**src/rtl/uvmt_cv32e40s_base_test_pkg.sv**
```systemverilog
// Trigger CSR constants and the tdata1 WARL legalisation helpers shared by
// the trigger support-logic models (shadow writer and match predictor).
package uvmt_cv32e40s_base_test_pkg;

    // tdata1 field positions
    localparam int TDATA1_TYPE_MSB  = 31;
    localparam int TDATA1_TYPE_LSB  = 28;
    localparam int TDATA1_DMODE     = 27;
    localparam int TDATA1_MATCH_MSB = 10;
    localparam int TDATA1_MATCH_LSB = 7;

    // hit bit position per trigger type
    localparam int TDATA1_HIT_MCONTROL  = 20;
    localparam int TDATA1_HIT_ETRIGGER  = 26;
    localparam int TDATA1_HIT_MCONTROL6 = 22;

    typedef enum logic [3:0] {
        TTYPE_MCONTROL  = 4'd2,
        TTYPE_ETRIGGER  = 4'd5,
        TTYPE_MCONTROL6 = 4'd6,
        TTYPE_DISABLED  = 4'd15
    } tdata1_type_e;

    // Writable bits per type: type, dmode, hit, action, match, m, u, execute/store/load
    localparam logic [31:0] MCONTROL_WMASK  = 32'hF810_F7CF;
    localparam logic [31:0] MCONTROL6_WMASK = 32'hF840_F7CF;
    // type, dmode, hit, m, u, action[5:0]
    localparam logic [31:0] ETRIGGER_WMASK  = 32'hFC00_027F;
    localparam logic [31:0] TDATA1_DISABLED = 32'hF800_0000;

    // Masked CSR write merge as reported by RVFI wmask/wdata
    function automatic logic [31:0] csr_merge(input logic [31:0] old_val,
                                              input logic [31:0] wmask,
                                              input logic [31:0] wdata);
        return (old_val & ~wmask) | (wdata & wmask);
    endfunction

    // Supported match encodings: equal, >=, <
    function automatic logic match_legal(input logic [3:0] match);
        return (match == 4'd0) || (match == 4'd2) || (match == 4'd3);
    endfunction

    function automatic logic [31:0] legalise_tdata1(input logic [31:0] val);
        logic [31:0] res;
        res = TDATA1_DISABLED;
        case (tdata1_type_e'(val[TDATA1_TYPE_MSB:TDATA1_TYPE_LSB]))
            TTYPE_MCONTROL: begin
                res = val & MCONTROL_WMASK;
                res[TDATA1_DMODE] = 1'b1;
                if (!match_legal(res[TDATA1_MATCH_MSB:TDATA1_MATCH_LSB]))
                    res[TDATA1_MATCH_MSB:TDATA1_MATCH_LSB] = 4'd0;
            end
            TTYPE_MCONTROL6: begin
                res = val & MCONTROL6_WMASK;
                res[TDATA1_DMODE] = 1'b1;
                if (!match_legal(res[TDATA1_MATCH_MSB:TDATA1_MATCH_LSB]))
                    res[TDATA1_MATCH_MSB:TDATA1_MATCH_LSB] = 4'd0;
            end
            TTYPE_ETRIGGER: begin
                res = val & ETRIGGER_WMASK;
                res[TDATA1_DMODE] = 1'b1;
            end
            default: res = TDATA1_DISABLED;
        endcase
        return res;
    endfunction

    // Hit bit to set when a trigger of the given type fires (none if disabled)
    function automatic logic [31:0] hit_mask(input logic [3:0] ttype);
        logic [31:0] m;
        m = '0;
        case (tdata1_type_e'(ttype))
            TTYPE_MCONTROL:  m[TDATA1_HIT_MCONTROL]  = 1'b1;
            TTYPE_ETRIGGER:  m[TDATA1_HIT_ETRIGGER]  = 1'b1;
            TTYPE_MCONTROL6: m[TDATA1_HIT_MCONTROL6] = 1'b1;
            default:         m = '0;
        endcase
        return m;
    endfunction

endpackage

```
**src/rtl/uvmt_cv32e40s_sl_trigger_csr_shadow_if.sv**
```systemverilog
// RVFI CSR write stream in, per-trigger shadow tselect/tdata1/tdata2 out.
// master: the RVFI/predictor side; slave: the shadow model.
interface uvmt_cv32e40s_sl_trigger_csr_shadow_if #(
    parameter int unsigned NUM_TRIGGERS = 4
);
    logic                           rvfi_valid;
    logic                           rvfi_trap;
    logic                           rvfi_dbg_mode;
    logic [31:0]                    tselect_wmask;
    logic [31:0]                    tselect_wdata;
    logic [31:0]                    tdata1_wmask;
    logic [31:0]                    tdata1_wdata;
    logic [31:0]                    tdata2_wmask;
    logic [31:0]                    tdata2_wdata;
    logic [31:0]                    tdata1_rdata;
    logic [NUM_TRIGGERS-1:0]        trigger_fire;
    logic [31:0]                    tselect_o;
    logic [NUM_TRIGGERS-1:0][31:0]  tdata1_array;
    logic [NUM_TRIGGERS-1:0][31:0]  tdata2_array;
    logic                           csr_mismatch;

    modport master (
        output rvfi_valid, rvfi_trap, rvfi_dbg_mode,
        output tselect_wmask, tselect_wdata,
        output tdata1_wmask, tdata1_wdata, tdata2_wmask, tdata2_wdata,
        output tdata1_rdata, trigger_fire,
        input  tselect_o, tdata1_array, tdata2_array, csr_mismatch
    );

    modport slave (
        input  rvfi_valid, rvfi_trap, rvfi_dbg_mode,
        input  tselect_wmask, tselect_wdata,
        input  tdata1_wmask, tdata1_wdata, tdata2_wmask, tdata2_wdata,
        input  tdata1_rdata, trigger_fire,
        output tselect_o, tdata1_array, tdata2_array, csr_mismatch
    );
endinterface

```
**src/rtl/uvmt_cv32e40s_sl_trigger_csr_slot.sv**
```systemverilog
// One trigger's shadow tdata1/tdata2. A qualified tdata1 write is merged,
// legalised and stored; otherwise a fire sets the type-specific hit bit.
module uvmt_cv32e40s_sl_trigger_csr_slot
    import uvmt_cv32e40s_base_test_pkg::*;
#(
    parameter logic [31:0] TDATA1_RESET = 32'h2800_1000
) (
    input  logic        clk_i,
    input  logic        rst_ni,
    input  logic        tdata1_we,
    input  logic [31:0] tdata1_wmask,
    input  logic [31:0] tdata1_wdata,
    input  logic        tdata2_we,
    input  logic [31:0] tdata2_wmask,
    input  logic [31:0] tdata2_wdata,
    input  logic        fire,
    output logic [31:0] tdata1,
    output logic [31:0] tdata2
);
    logic [31:0] tdata1_reg, tdata1_next;
    logic [31:0] tdata2_reg, tdata2_next;

    // Next-state: a write wins over a same-edge hit so the hit is not merged in
    always_comb begin
        tdata1_next = tdata1_reg;
        tdata2_next = tdata2_reg;
        if (tdata1_we)
            tdata1_next = legalise_tdata1(csr_merge(tdata1_reg, tdata1_wmask, tdata1_wdata));
        else if (fire)
            tdata1_next = tdata1_reg | hit_mask(tdata1_reg[TDATA1_TYPE_MSB:TDATA1_TYPE_LSB]);
        if (tdata2_we)
            tdata2_next = csr_merge(tdata2_reg, tdata2_wmask, tdata2_wdata);
    end

    // State registers, cleared asynchronously
    always_ff @(posedge clk_i or negedge rst_ni) begin
        if (!rst_ni) begin
            tdata1_reg <= TDATA1_RESET;
            tdata2_reg <= '0;
        end else begin
            tdata1_reg <= tdata1_next;
            tdata2_reg <= tdata2_next;
        end
    end

    assign tdata1 = tdata1_reg;
    assign tdata2 = tdata2_reg;
endmodule

```
**src/rtl/uvmt_cv32e40s_sl_trigger_csr_shadow.sv**
```systemverilog
// Shadow of the debug trigger CSRs built from retired RVFI CSR writes.
// tdata writes address the tselect value held before the retirement.
// Optional feature macro UVMT_CV32E40S_SL_TRIGGER_CSR_CHECK_EN: compares the
// RVFI tdata1 read data with the shadow and pulses csr_mismatch on difference.
module uvmt_cv32e40s_sl_trigger_csr_shadow
    import uvmt_cv32e40s_base_test_pkg::*;
#(
    parameter int unsigned NUM_TRIGGERS = 4,
    parameter logic [31:0] TDATA1_RESET = 32'h2800_1000
) (
    input  logic clk_i,
    input  logic rst_ni,
    uvmt_cv32e40s_sl_trigger_csr_shadow_if.slave bus
);
    logic                          retire_ok;
    logic                          tdata_wr_ok;
    logic [31:0]                   tselect_reg, tselect_next, tselect_merged;
    logic [NUM_TRIGGERS-1:0][31:0] tdata1_arr;
    logic [NUM_TRIGGERS-1:0][31:0] tdata2_arr;

    assign retire_ok   = bus.rvfi_valid && !bus.rvfi_trap;
    // dmode is fixed to 1, so only debug-mode code may write tdata1/tdata2
    assign tdata_wr_ok = retire_ok && bus.rvfi_dbg_mode;

    // tselect next value: out-of-range writes leave the old selection
    always_comb begin
        tselect_merged = csr_merge(tselect_reg, bus.tselect_wmask, bus.tselect_wdata);
        tselect_next   = tselect_reg;
        if (retire_ok && (bus.tselect_wmask != '0) && (tselect_merged < 32'(NUM_TRIGGERS)))
            tselect_next = tselect_merged;
    end

    // tselect register
    always_ff @(posedge clk_i or negedge rst_ni) begin
        if (!rst_ni)
            tselect_reg <= '0;
        else
            tselect_reg <= tselect_next;
    end

    for (genvar gi = 0; gi < NUM_TRIGGERS; gi++) begin : g_slot
        logic slot_sel;
        assign slot_sel = tdata_wr_ok && (tselect_reg == 32'(gi));

        uvmt_cv32e40s_sl_trigger_csr_slot #(
            .TDATA1_RESET (TDATA1_RESET)
        ) u_slot (
            .clk_i        (clk_i),
            .rst_ni       (rst_ni),
            .tdata1_we    (slot_sel && (bus.tdata1_wmask != '0)),
            .tdata1_wmask (bus.tdata1_wmask),
            .tdata1_wdata (bus.tdata1_wdata),
            .tdata2_we    (slot_sel && (bus.tdata2_wmask != '0)),
            .tdata2_wmask (bus.tdata2_wmask),
            .tdata2_wdata (bus.tdata2_wdata),
            .fire         (bus.trigger_fire[gi]),
            .tdata1       (tdata1_arr[gi]),
            .tdata2       (tdata2_arr[gi])
        );
    end

    assign bus.tselect_o    = tselect_reg;
    assign bus.tdata1_array = tdata1_arr;
    assign bus.tdata2_array = tdata2_arr;

`ifdef UVMT_CV32E40S_SL_TRIGGER_CSR_CHECK_EN
    logic [31:0] shadow_sel;
    logic        mismatch_reg, mismatch_next;

    // Compare the read data against the pre-update shadow of the selected trigger
    always_comb begin
        shadow_sel = tdata1_arr[0];
        for (int i = 0; i < int'(NUM_TRIGGERS); i++)
            if (tselect_reg == 32'(i))
                shadow_sel = tdata1_arr[i];
        mismatch_next = retire_ok && bus.rvfi_dbg_mode && (bus.tdata1_rdata != shadow_sel);
    end

    // Registered one-cycle mismatch pulse
    always_ff @(posedge clk_i or negedge rst_ni) begin
        if (!rst_ni)
            mismatch_reg <= 1'b0;
        else
            mismatch_reg <= mismatch_next;
    end

    assign bus.csr_mismatch = mismatch_reg;
`else
    logic unused_tdata1_rdata;
    assign unused_tdata1_rdata = ^bus.tdata1_rdata;
    assign bus.csr_mismatch    = 1'b0;
`endif
endmodule

```
**src/flat_wrapper.sv**
```systemverilog
// flat-port wrapper written by rule: the top's interface ports become plain ports
module uvmt_cv32e40s_sl_trigger_csr_shadow_flat import uvmt_cv32e40s_base_test_pkg::*;
#(
    parameter int unsigned NUM_TRIGGERS = 4,
    parameter logic [31:0] TDATA1_RESET = 32'h2800_1000
)
  (clk_i, rst_ni, bus_rvfi_valid, bus_rvfi_trap, bus_rvfi_dbg_mode, bus_tselect_wmask, bus_tselect_wdata, bus_tdata1_wmask, bus_tdata1_wdata, bus_tdata2_wmask, bus_tdata2_wdata, bus_tdata1_rdata, bus_trigger_fire, bus_tselect_o, bus_tdata1_array, bus_tdata2_array, bus_csr_mismatch);
  uvmt_cv32e40s_sl_trigger_csr_shadow_if #(.NUM_TRIGGERS(NUM_TRIGGERS)) bus_i ();
  input  logic clk_i;
  input  logic rst_ni;
  input wire logic [$bits(bus_i.rvfi_valid)-1:0] bus_rvfi_valid;
  input wire logic [$bits(bus_i.rvfi_trap)-1:0] bus_rvfi_trap;
  input wire logic [$bits(bus_i.rvfi_dbg_mode)-1:0] bus_rvfi_dbg_mode;
  input wire logic [$bits(bus_i.tselect_wmask)-1:0] bus_tselect_wmask;
  input wire logic [$bits(bus_i.tselect_wdata)-1:0] bus_tselect_wdata;
  input wire logic [$bits(bus_i.tdata1_wmask)-1:0] bus_tdata1_wmask;
  input wire logic [$bits(bus_i.tdata1_wdata)-1:0] bus_tdata1_wdata;
  input wire logic [$bits(bus_i.tdata2_wmask)-1:0] bus_tdata2_wmask;
  input wire logic [$bits(bus_i.tdata2_wdata)-1:0] bus_tdata2_wdata;
  input wire logic [$bits(bus_i.tdata1_rdata)-1:0] bus_tdata1_rdata;
  input wire logic [$bits(bus_i.trigger_fire)-1:0] bus_trigger_fire;
  output wire logic [$bits(bus_i.tselect_o)-1:0] bus_tselect_o;
  output wire logic [$bits(bus_i.tdata1_array)-1:0] bus_tdata1_array;
  output wire logic [$bits(bus_i.tdata2_array)-1:0] bus_tdata2_array;
  output wire logic [$bits(bus_i.csr_mismatch)-1:0] bus_csr_mismatch;
  assign bus_i.rvfi_valid = bus_rvfi_valid;
  assign bus_i.rvfi_trap = bus_rvfi_trap;
  assign bus_i.rvfi_dbg_mode = bus_rvfi_dbg_mode;
  assign bus_i.tselect_wmask = bus_tselect_wmask;
  assign bus_i.tselect_wdata = bus_tselect_wdata;
  assign bus_i.tdata1_wmask = bus_tdata1_wmask;
  assign bus_i.tdata1_wdata = bus_tdata1_wdata;
  assign bus_i.tdata2_wmask = bus_tdata2_wmask;
  assign bus_i.tdata2_wdata = bus_tdata2_wdata;
  assign bus_i.tdata1_rdata = bus_tdata1_rdata;
  assign bus_i.trigger_fire = bus_trigger_fire;
  assign bus_tselect_o = bus_i.tselect_o;
  assign bus_tdata1_array = bus_i.tdata1_array;
  assign bus_tdata2_array = bus_i.tdata2_array;
  assign bus_csr_mismatch = bus_i.csr_mismatch;
  uvmt_cv32e40s_sl_trigger_csr_shadow #(.NUM_TRIGGERS(NUM_TRIGGERS), .TDATA1_RESET(TDATA1_RESET)) u_core (.clk_i(clk_i), .rst_ni(rst_ni), .bus(bus_i));
endmodule
```
**config.mk**
```make
export PLATFORM = sky130hd
export DESIGN_NAME = uvmt_cv32e40s_sl_trigger_csr_shadow_flat
export DESIGN_NICKNAME = d
export VERILOG_FILES = /design/src/rtl/uvmt_cv32e40s_base_test_pkg.sv /design/src/rtl/uvmt_cv32e40s_sl_trigger_csr_shadow_if.sv /design/src/rtl/uvmt_cv32e40s_sl_trigger_csr_slot.sv /design/src/rtl/uvmt_cv32e40s_sl_trigger_csr_shadow.sv /design/src/flat_wrapper.sv
export SDC_FILE = /design/constraint.sdc
export NUM_CORES = 1
export LEC_CHECK = 0
export BUFFER_PORTS_ARGS = -buffer_cell sky130_fd_sc_hd__buf_2
export CAP_MARGIN = 15
export CORE_AREA = 2 2 203 205
export DETAILED_ROUTE_END_ITERATION = 6
export DIE_AREA = 0 0 205 207
export RECOVER_POWER = 100
export SYNTH_ARGS = -nofsm -noshare
export SYNTH_HDL_FRONTEND = slang
export SYNTH_SLANG_ARGS = --single-unit
export TNS_END_PERCENT = 50
```
**constraint.sdc**
```tcl
create_clock -name clk_i -period 2.33 [get_ports clk_i]
set_clock_uncertainty 0.2 [all_clocks]
set_input_delay 0.3495 -clock clk_i [delete_from_list [all_inputs] [get_ports clk_i]]
set_output_delay 0.3495 -clock clk_i [all_outputs]
set_load 0.01 [all_outputs]
```
==> Word level (Yosys, flattened, before mapping) <==
Cells that the tools add are included.
{ "word_totals": {"input_bits": 233, "ff_bits": 288, "output_inout_bits": 289} }
{ "op_classes": {"n_eq_ne": 35, "n_lt_le_gt_ge": 1, "bitwise_logic": 28, "mux": 84, "n_reduce_logical": 37} }
{ "ops": {"columns": ["cell", "n"], "rows": [
  ["$or 32x32->32", 13],
  ["$and 32x32->32", 12],
  ["$pmux 32 s3", 4],
  ["$mux 32", 8],
  ["$mux 20", 8],
  ["$not 32->32", 3],
  ["$reduce_bool 32->1", 3],
  ["$eq 32x2->1 const B", 2],
  ["$eq 4x2->1 const B", 16],
  ["$eq 4x3->1 const B", 16],
  ["$mux 1", 44],
  ["$mux 5", 8],
  ["$eq 32x1->1 const B", 1],
  ["$logic_not 32->1", 1],
  ["$lt 32x3->1 const B", 1],
  ["$mux 3", 8],
  ["$logic_and 1x1->1", 16],
  ["$logic_not 4->1", 4],
  ["$mux 4", 4],
  ["$logic_or 1x1->1", 8],
  ["$reduce_bool 2->1", 4],
  ["$logic_not 1->1", 1]
]} }

==> Depth between registers and ports, before layout <==
{ "logic_depth": {"word_depth": 9, "mapped_depth": 8, "depth_no_buf": 5} }

==> Modules after synthesis <==
Synthesis repeated with hierarchy kept, for this count alone.
{ "hier_totals": {"hier_cells": 1061, "hier_area_um2": 11927.7} }
{ "modules_own_cells": {"columns": ["mod", "area_per_inst_um2", "cells_per_inst", "n_inst", "seq_area_each_um2"], "rows": [
  ["uvmt_cv32e40s_sl_trigger_csr_slot at u_core.g_slot[1].u_slot ...", 2547.4, 223, 3, 1380.1],
  ["uvmt_cv32e40s_sl_trigger_csr_slot at u_core.g_slot[0].u_slot", 2488.6, 220, 1, 1380.1],
  ["uvmt_cv32e40s_sl_trigger_csr_shadow", 1796.7, 172, 1, 800.8]
]} }

==> Worst setup path after synthesis <==
No wires, ideal clock.
{ "synth_path": {"path_kind": "flip-flop to flip-flop", "startpoint": "register u_core.tselect_reg[14] (netlist: u_core.bus.tselect_o[14])", "endpoint": "register u_core.g_slot[0].u_slot.tdata2_reg[10]", "stages_incl_launch_ff": 7, "synth_period_minus_slack_ns": 2.370, "arrival_ns": 2.042, "required_ns": 2.003, "setup_slack_ns": -0.040, "cell_sequence": "dfrtp_1 -> nor4_4 -> nand4_1 -> a2111oi_4 -> buf_6 -> nand2_1 -> mux2_1"} }
{ "synth_via": {"elab_chain_len": 3} }
{ "synth_lines": {"columns": ["item", "line_no", "rtl"], "rows": [
  ["start: declaration", "uvmt_cv32e40s_sl_trigger_csr_shadow.sv:17", "logic [31:0] tselect_reg, tselect_next, tselect_merged;"],
  ["start signal: assignment", "uvmt_cv32e40s_sl_trigger_csr_shadow.sv:38", "tselect_reg <= tselect_next;"],
  ["$logic_not 32->1", "uvmt_cv32e40s_sl_trigger_csr_shadow.sv:43", "assign slot_sel = tdata_wr_ok && (tselect_reg == 32'(gi));"],
  ["$logic_and 1x1->1", "uvmt_cv32e40s_sl_trigger_csr_shadow.sv:43", null],
  ["$logic_and 1x1->1", "uvmt_cv32e40s_sl_trigger_csr_shadow.sv:53", ".tdata2_we (slot_sel && (bus.tdata2_wmask != '0)),"],
  ["end signal: assignment", "uvmt_cv32e40s_sl_trigger_csr_slot.sv:42", "tdata2_reg <= tdata2_next;"],
  ["end: declaration", "uvmt_cv32e40s_sl_trigger_csr_slot.sv:21", "logic [31:0] tdata2_reg, tdata2_next;"]
]} }
Every way passes these cells.
A chain may end at the register's enable or synchronous reset.

==> Worst setup path after layout <==
{ "layout_path": {"startpoint": "register u_core.tselect_reg[20] (netlist: u_core.bus.tselect_o[20])", "endpoint": "register u_core.g_slot[3].u_slot.tdata2_reg[6]"} }
{ "layout_via": {"elab_chain_len": 3} }
{ "layout_lines": {"columns": ["item", "line_no"], "rows": [
  ["$eq 32x2->1", "uvmt_cv32e40s_sl_trigger_csr_shadow.sv:43"],
  ["$logic_and 1x1->1", "uvmt_cv32e40s_sl_trigger_csr_shadow.sv:43"],
  ["$logic_and 1x1->1", "uvmt_cv32e40s_sl_trigger_csr_shadow.sv:53"],
  ["end signal: assignment", "uvmt_cv32e40s_sl_trigger_csr_slot.sv:42"],
  ["end: declaration", "uvmt_cv32e40s_sl_trigger_csr_slot.sv:21"]
]} }
Every way passes these cells.

==> run_results.csv <==
group,metric,value,unit
yosys,synth_edf_count,0,
routing,wl_per_cell,19.9,um
clocking,clk_path_buf_depth,3,
sta,drv_slew,57,
finish,layout_commonest_cell,"clkbuf_1",
yosys,synth-seq-cells,252,
routing,vias,11500,
finish,most-common-layout-cells,"clkbuf_1, dfrtp_1, buf_2",
finish,largest_reg_flops,128,
grt,grt_pass1_vias,11500,
grt,antenna_found_initial,1,
yosys,syn-cell-area,0.0120,mm2
clocking,clock-sinks,252,
sta,max_clock_freq,386,MHz
run_status,violations,"capacitance limit, slew limit, setup timing",
yosys,yosys_most_used_dff,"dfrtp_1",
floorplanning,initial_core_util,29.6,%
finish,final_util,45.7,%
sta,timing.final.ws_setup,-0.259,ns
yosys,synthDistinctLibCells,48,
sta,grt_setup_unrepaired,"true",
finish,multi_input_area,0.00613,mm2
finish,regArea,0.00632,mm2
sta,tightestPinTransition,1.75,ns
power,leakage,9.19,nW
sta,setup_tns,-28.19,ns
clocking,path_clk_slew,0.06,ns
floorplanning,die_h,207,um
grt,grt_pass1_wl,68100,um
grt,overflow,0,
min_path,hold_depth,3,
floorplanning,io_pins,522,
power,peakVddDrop,0.483,mV
worst_setup_path,end_kind,"flop",
power,switching_power,2.80,mW
yosys,ys_warn_count,0,
grt,grtUsageTotal,20.6,%
grt,grt_max_degree,59,
yosys,ys_seq_area_share,52.8,%
worst_setup_path,crit_type,"flop to flop",
worst_setup_path,r2r_cells,11,
sta,period_needed,2.59,ns
clocking,cts_made_buffers,29,
min_path,hold_path.class,"primary input to flop",
yosys,async_flop_share,100,%
place,io_buffers,442,
routing,first_iter_violations,624,
worst_setup_path,critPathRequiredTime,2.57,ns
worst_setup_path,critPathArrivalTime,2.83,ns
worst_setup_path,critPathMaxFanout,8,
floorplanning,dieArea,0.0424,mm2
yosys,syn_inst,1102,
finish,area_delta_synth_final,54.3,%
routing,drc,0,
power,pwr-share-comb,13.7,%
power,sw_frac_of_total,26.3,%
power,powerDensity,575,mW/mm2
run,drv_cap,1,
finish,drive_above_1_share,37.3,%
routing,drt_pre_antenna_iters,4,
sta,fin_crit_sh,111,%
clocking,clk_latency,0.56,ns
clocking,htree_levels,1,
clocking,cts_tree,"yes",
clocking,cts_root_buf,"clkbuf_16",
floorplanning,core_region_area,0.0404,mm2
yosys,syn_area_per_cell,10.9,um2
finish,diodes,0,
finish,nFillCells,3898,
place,dp_hpwl,33500,um
sta,finalHoldViolations,0,
power,p_seq_share,44.0,%
power,pwr-share-clk,42.3,%
run_status,outcome,"finished, violations left",
worst_setup_path,critPathLaunchType,"flop",
power,internal_power,7.82,mW
routing,via_per_inst,4.91,
power,total_power,10.6,mW
floorplanning,row_count,74,
place,globalplace.congestion,0.884,
floorplanning,die_w,205,um
routing,ant_nets,0,
finish,layout.nets,2024,
sta,setup_violations,182,
routing,drt_wl_total,46700,um
sta,relSlewSlack,-16.4,%
cells in the mapped netlist, drive strengths merged, types with 3 or more instances:
| master | count | share of area [%] |
|---|---|---|
| nand4bb | 3 | 0.28 |
| a21boi | 4 | 0.25 |
| nor3 | 9 | 0.38 |
| nand4 | 15 | 0.84 |
| or2 | 8 | 0.42 |
| and2 | 31 | 1.6 |
| dfrtp | 240 | 50 |
| clkbuf | 20 | 0.63 |
| nand3b | 3 | 0.19 |
| or3 | 4 | 0.21 |
| a31oi | 8 | 0.42 |
| dfstp | 12 | 2.6 |
| mux2 | 143 | 14 |
| and4 | 9 | 0.66 |
| a21oi | 32 | 1.3 |
| a21o | 4 | 0.25 |
| nor2b | 9 | 0.47 |
| inv | 24 | 0.75 |
| o31ai | 4 | 0.25 |
| nand2b | 8 | 0.42 |
| o2111ai | 7 | 0.51 |
| nand3 | 9 | 0.38 |
| mux2i | 34 | 2.8 |
| a41o | 4 | 0.33 |
| a2111oi | 4 | 0.92 |
| o21ai | 114 | 4.8 |
| nor2 | 52 | 1.6 |
| nand4b | 5 | 0.37 |
| nor4 | 37 | 2.3 |
| buf | 58 | 3.8 |
| nand2 | 174 | 5.5 |
critical path, cell delays in order, from the launching register on:
cell       delay, ns
dfrtp_1         0.40
nor4_4          0.31
buf_4           0.17
nand4_4         0.08
buf_12          0.15
buf_6           0.12
a2111oi_4       0.20
buf_6           0.16
buf_12          0.12
buf_12          0.16
nand2_1         0.08
mux2_4          0.30
power by group through the flow:
| stage | Combinational (mW) | Sequential [mW] | Clock [mW] |
|---|---|---|---|
| after global placement | 1.24 | 4.73 | 0 |
| final | 1.45 | 4.67 | 4.49 |
| after CTS | 1.44 | 4.66 | 4.62 |
| after detailed placement | 1.25 | 4.73 | 0 |
| after global routing | 1.57 | 4.69 | 4.78 |
| after floorplan | 0.414 | 4.80 | 0 |
final cells by class:
cell class	instances	share of cell area (%)
Clock buffer	40	4.53
Clock inverter	13	0.542
Inverter	24	0.488
Tap cell	532	3.60
Multi-Input combinational cell	784	33.2
Sequential cell	252	34.2
Timing Repair Buffer	700	23.4
per-layer routing:
metal / global-route usage, % / part of all wire, % / vias up
li1: - / - / 5223
met1: 27.3 / 43 / 5728
met2: 34.2 / 47 / 474
met3: 3.54 / 6.5 / 88
met4: 6.67 / 2.9 / 0
met5: 0 / 0 / -
metrics by stage:
stage          std cells  area [um2]  hold WS (ns)  worst slack (ns)
2_1_floorplan       1138       12100        -0.146           -0.0253
3_3_place_gp        2206       16000         0.135            -0.393
3_5_place_dp        2206       16000         0.140            -0.408
4_1_cts             2330       18100       -0.0907            -0.258
5_1_grt             2345       18500        0.0270            -0.356
6_report            2345       18500        0.0202            -0.259
logic make-up (layout without fill, tap and decap cells):
| kind of cell | count (synthesis) | in the layout | share of synthesized area, % |
|---|---|---|---|
| and+or+nand+nor | 379 | 379 | 15.8 |
| buffers and inverters | 102 | 777 | 5.20 |
| muxes | 177 | 177 | 16.4 |
| other | 1 | 37 | 0.0313 |
| AOI/OAI and AO/OA | 191 | 191 | 9.75 |
| DFF | 252 | 252 | 52.8 |
what timing repair did:
action | 4_1_cts | 5_1_grt
gates resized for setup | 108 | 164
gates cloned | 4 | 5
setup endpoints to repair | 210 | 233
hold endpoints to repair | 349 | 3
pin swaps | 32 | 19
setup buffers | 14 | 8
hold buffers | 53 | 2
final timing paths:
kind / from / to / slack, ns
setup / recovery: u_core.bus.tselect_o[20]$_DFFE_PN0P_ / u_core.g_slot[3].u_slot.tdata2[6]$_DFFE_PN0P_ / -0.26
hold / removal: bus_tselect_wmask[0] / u_core.bus.tselect_o[0]$_DFFE_PN0P_ / 0.02
setup reg to reg: u_core.bus.tselect_o[20]$_DFFE_PN0P_ / u_core.g_slot[3].u_slot.tdata2[6]$_DFFE_PN0P_ / -0.26
hold reg to reg: u_core.g_slot[2].u_slot.tdata2[9]$_DFFE_PN0P_ / u_core.g_slot[2].u_slot.tdata2[9]$_DFFE_PN0P_ / 0.29
max in group asynchronous: rst_ni / u_core.g_slot[2].u_slot.tdata1[12]$_DFFE_PN1P_ / 0.19
min in group asynchronous: rst_ni / u_core.g_slot[3].u_slot.tdata2[17]$_DFFE_PN0P_ / 0.59
Note: power is estimated with default switching activity, not from simulation.
